### src/rtl/r_dispatcher_m.sv
// r_dispatcher_m: AXI4-Lite R channel dispatcher.
// Steers one slave-side read beat to the single master lane picked by a
// one-hot select vector, and returns that master's ready to the slave.
// Optional feature macro: R_DISPATCHER_OUTPUT_REG_EN
//   undefined -> purely combinational routing
//   defined   -> skid-buffer register slice ahead of the fan-out
module r_dispatcher_m #(
    parameter int DATA_WIDTH      = 32,
    parameter int TRANS_WR_RESP_W = 2,
    parameter int NUM_MASTERS     = 16
) (
    input  logic                                   clk,
    input  logic                                   rst_n,
    input  logic [DATA_WIDTH-1:0]                  s_axi_rdata_i,
    input  logic [TRANS_WR_RESP_W-1:0]             s_axi_rresp_i,
    input  logic                                   s_axi_rvalid_i,
    output logic                                   s_axi_rready_o,
    output logic [DATA_WIDTH*NUM_MASTERS-1:0]      m_axi_rdata_o,
    output logic [TRANS_WR_RESP_W*NUM_MASTERS-1:0] m_axi_rresp_o,
    output logic [NUM_MASTERS-1:0]                 m_axi_rvalid_o,
    input  logic [NUM_MASTERS-1:0]                 m_axi_rready_i,
    input  logic [NUM_MASTERS-1:0]                 Master_ID_Selected_i
);

    // A zero or multi-hot select never routes anywhere, so the beat waits.
    logic sel_legal;
    assign sel_legal = $onehot(Master_ID_Selected_i);

    // Common routing view consumed by the lane fan-out below.
    logic [NUM_MASTERS-1:0]     route_sel;
    logic                       route_valid;
    logic [DATA_WIDTH-1:0]      route_data;
    logic [TRANS_WR_RESP_W-1:0] route_resp;
    logic                       route_ready;

`ifdef R_DISPATCHER_OUTPUT_REG_EN
    logic                       out_valid_q;
    logic [DATA_WIDTH-1:0]      out_data_q;
    logic [TRANS_WR_RESP_W-1:0] out_resp_q;
    logic [NUM_MASTERS-1:0]     out_sel_q;
    logic                       skid_valid_q;
    logic [DATA_WIDTH-1:0]      skid_data_q;
    logic [TRANS_WR_RESP_W-1:0] skid_resp_q;
    logic [NUM_MASTERS-1:0]     skid_sel_q;
    logic                       slave_ready;
    logic                       accept;
    logic                       out_ready;

    // Ready comes straight from the skid flop; only a legal select may load.
    assign slave_ready = ~skid_valid_q & sel_legal;
    assign accept      = s_axi_rvalid_i & slave_ready;
    assign out_ready   = |(out_sel_q & m_axi_rready_i);

    // Output stage refills from the skid entry first, then from the slave;
    // a stalled output parks the incoming beat in the skid entry.
    always_ff @(posedge clk or negedge rst_n) begin
        if (!rst_n) begin
            out_valid_q  <= 1'b0;
            out_data_q   <= '0;
            out_resp_q   <= '0;
            out_sel_q    <= '0;
            skid_valid_q <= 1'b0;
            skid_data_q  <= '0;
            skid_resp_q  <= '0;
            skid_sel_q   <= '0;
        end else if (!out_valid_q || out_ready) begin
            if (skid_valid_q) begin
                out_valid_q  <= 1'b1;
                out_data_q   <= skid_data_q;
                out_resp_q   <= skid_resp_q;
                out_sel_q    <= skid_sel_q;
                skid_valid_q <= 1'b0;
            end else begin
                out_valid_q <= accept;
                if (accept) begin
                    out_data_q <= s_axi_rdata_i;
                    out_resp_q <= s_axi_rresp_i;
                    out_sel_q  <= Master_ID_Selected_i;
                end
            end
        end else if (accept) begin
            skid_valid_q <= 1'b1;
            skid_data_q  <= s_axi_rdata_i;
            skid_resp_q  <= s_axi_rresp_i;
            skid_sel_q   <= Master_ID_Selected_i;
        end
    end

    assign route_sel   = out_valid_q ? out_sel_q : '0;
    assign route_valid = out_valid_q;
    assign route_data  = out_data_q;
    assign route_resp  = out_resp_q;
    assign route_ready = slave_ready;
`else
    logic unused_clk;
    assign unused_clk = clk;

    assign route_sel   = sel_legal ? Master_ID_Selected_i : '0;
    assign route_valid = s_axi_rvalid_i;
    assign route_data  = s_axi_rdata_i;
    assign route_resp  = s_axi_rresp_i;
    assign route_ready = |(route_sel & m_axi_rready_i);
`endif

    // Fan out to the selected lane only; reset forces everything quiet.
    always_comb begin
        m_axi_rdata_o  = '0;
        m_axi_rresp_o  = '0;
        m_axi_rvalid_o = '0;
        s_axi_rready_o = rst_n & route_ready;
        for (int k = 0; k < NUM_MASTERS; k++) begin
            if (rst_n && route_sel[k]) begin
                m_axi_rdata_o[k*DATA_WIDTH +: DATA_WIDTH]           = route_data;
                m_axi_rresp_o[k*TRANS_WR_RESP_W +: TRANS_WR_RESP_W] = route_resp;
                m_axi_rvalid_o[k]                                   = route_valid;
            end
        end
    end

endmodule

### config.mk
export PLATFORM = sky130hd
export DESIGN_NAME = r_dispatcher_m
export DESIGN_NICKNAME = d
export VERILOG_FILES = /design/src/rtl/r_dispatcher_m.sv
export SDC_FILE = /design/constraint.sdc
export NUM_CORES = 1
export LEC_CHECK = 0
export CORE_AREA = 8 8 237 239
export DETAILED_ROUTE_END_ITERATION = 6
export DIE_AREA = 0 0 245 247
export GPL_ROUTABILITY_DRIVEN = 0
export GPL_TIMING_DRIVEN = 1
export MAX_ROUTING_LAYER = met4
export PLACE_DENSITY = 0.38
export SLEW_MARGIN = 20
export SYNTH_ARGS = -nofsm -noshare
export SYNTH_HDL_FRONTEND = slang
export SYNTH_SLANG_ARGS = --single-unit
### constraint.sdc
create_clock -name vclk -period 14.7
set_input_delay 4.41 -clock vclk [all_inputs]
set_output_delay 4.41 -clock vclk [all_outputs]
set_load 0.01 [all_outputs]
==> results of run 1 <==
==> worst min path at each step <==
stage	start	endpoint	slack, ps	cells past startpoint
after detailed placement	m_axi_rready_i[8]	s_axi_rready_o	10190	5
after global placement	m_axi_rready_i[8]	s_axi_rready_o	10200	5
after floorplan	s_axi_rdata_i[31]	m_axi_rdata_o[127]	8960	1
final	s_axi_rresp_i[0]	m_axi_rresp_o[0]	10180	3
after CTS	m_axi_rready_i[8]	s_axi_rready_o	10190	5
after global routing	rst_n	s_axi_rready_o	10260	6
==> routing by layer <==
layer	track usage	vias to the layer above
li1	-	3273
met1	0.154	3111
met2	0.248	339
met3	0.0353	28
met4	0.0210	0
met5	-	-
==> final cells by class <==
class,instances,area [sq um],share of cell area
Timing Repair Buffer,665,6750,0.554
Inverter,23,86.3,0.00708
Multi-Input combinational cell,606,4470,0.366
Tap cell,688,861,0.0706
Antenna cell,9,22.5,0.00185
==> placed cells by master, fill, tap and decap left out, types with 2 or more instances in the layout <==
master	Yosys	final
buf_12	0	15
nor3b_2	0	7
fa_1	10	10
buf_4	1	21
nor3b_4	2	2
diode_2	0	9
ha_1	5	5
nor3_4	7	7
and2_2	245	245
and2_1	315	315
clkdlybuf4s50_1	0	629
a221oi_1	4	4
inv_1	23	23
a22o_1	4	4
==> per-stage QoR <==
step,utilization,cells,cell area [sq um]
2_1_floorplan,-,714,4840
3_3_place_gp,0.233,1982,12200
3_5_place_dp,0.233,1982,12200
4_1_cts,0.233,1982,12200
5_1_grt,0.233,1982,12200
6_report,0.233,1991,12200
==> worst min-delay path, stage by stage <==
cell             delay, ps
clkdlybuf4s50_1        640
and2_1                 250
clkdlybuf4s50_1        470
==> kinds of logic (layout without fill, tap and decap cells) <==
logic type | Yosys count | count (layout) | share of synthesized area
and+or+nand+nor | 582 | 582 | 0.843
buffers and inverters | 108 | 688 | 0.0867
adders and majority gates | 15 | 15 | 0.0543
AOI/OAI and AO/OA | 9 | 9 | 0.0158
other | 0 | 9 | 0
==> summary.txt, run 1 <==
Logic synthesis
  • Post-synthesis sequential area ratio: 0
  • Yosys cell types: 19
  • Avg Synthesized Cell Area: 6.77 sq um
  • Top-area cell type share of the netlist area: 0.407
  • Synthesized net count: 798
  • Synth warnings: 0
  • Count leader, synth: and2_1
  • Yosys top cell by area: and2_1
  • Mapped Cells: 714
  • Synthesized cell area: 0.00484 sq mm
  • Synth cell count leaders: and2_1 (315), and2_2 (245), clkbuf_1 (83)
  • Area contributors post-synth: and2_1 (41%), and2_2 (38%), clkbuf_1 (6.4%)

Die
  • Die H: 247 um
  • FP Rows: 84
  • Die area: 0.0605 sq mm
  • Top Ports: 630
  • CORE AREA: 0.0522 sq mm
  • Initial core utilization: 0.0926
  • Die W: 245 um

Detailed routing
  • Routed wl met3: 3340 um
  • DR iter-0 viols: 132
  • DRT met1 WL: 17500 um
  • Met2 wire length: 22500 um
  • # DRC: 0
  • Detailed Routing Iterations Pass 1: 4
  • Wire per inst: 22.1 um
  • Top Layer Used: met4
  • DR vias: 6751
  • Post-route ant nets: 0
  • Vias per cell: 3.39
  • WL final: 44000 um

Setup path
  • Critical path launch point: Master_ID_Selected_i[5]
  • Critical path buffers and inverters: 8
  • Critical Path Most Common Cell: fa_1
  • CP top delay family: adder cells
  • Largest fanout on the critical path: 23
  • WP data arrival: 9920 ps
  • Critical path depth: 18
  • Slowest cell on the critical path: clkdlybuf4s50_1
  • Crit Path Category: in -> out
  • CP endpoint: m_axi_rdata_o[74]
  • Peak per-stage delay on the critical path: 580 ps
  • Worst EP required: 10290 ps
  • CP Capture Type: output pin
  • CP cell instances: clkdlybuf4s50_1, inv_1, fa_1, inv_1, fa_1, fa_1, inv_1, fa_1, inv_1, ha_1, fa_1, nor4b_4, nand3_4, buf_4, nor3b_2, buf_4, and2_2, clkdlybuf4s50_1
  • Critical path startpoint category: input pin

Final layout
  • Number of clock buffers in the layout: 0
  • Area delta synth->final: 152%
  • Share of cells above drive strength 1: 0.232
  • Register area: 0 sq um
  • Nets@finish: 1380
  • Number of fill cells: 5787
  • Seq cells: 0

Global route
  • Number of global-route vias before repair: 7154
  • Grt total ovfl: 0
  • First-pass GRT wire length: 58900 um
  • Total track usage: 0.137
  • Initial antenna violation count: 8
  • Pin count of the biggest net entering global routing: 36

Clock network
  • CTS Hold Bufs: 0
  • Total setup buffers inserted after CTS: 0
  • Quantity of gates resized following cts: 0

Hold path
  • Hold Path Class: in -> out

STA
  • Worst setup margin: 369 ps
  • Max Fclk: 69.8 MHz
  • # setup viols final: 0
  • Final hold vios: 0
  • Post-route clock period utilization: 0.975
  • Unrepaired setup endpoints after global routing: false
  • Tmin final: 14330 ps
  • Setup TNS: 0 ps
  • Worst slew margin: 0.398
  • Worst-margin pin slew: 900 ps
  • Max Transition Viols Final: 0
  • WHS: 10180 ps

Status
  • Outcome: completed

Place
  • PortBufs: 629
  • Dpl ws: 261 ps
  • Post-DP HPWL: 35900 um

Job
  • Max-cap viol count: 0
==> run 2: changes to the inputs <==
- GPL_TIMING_DRIVEN: 1 -> default
==> results of run 2 <==
No change in the layout: final DEF, timing and power equal those of run 1.
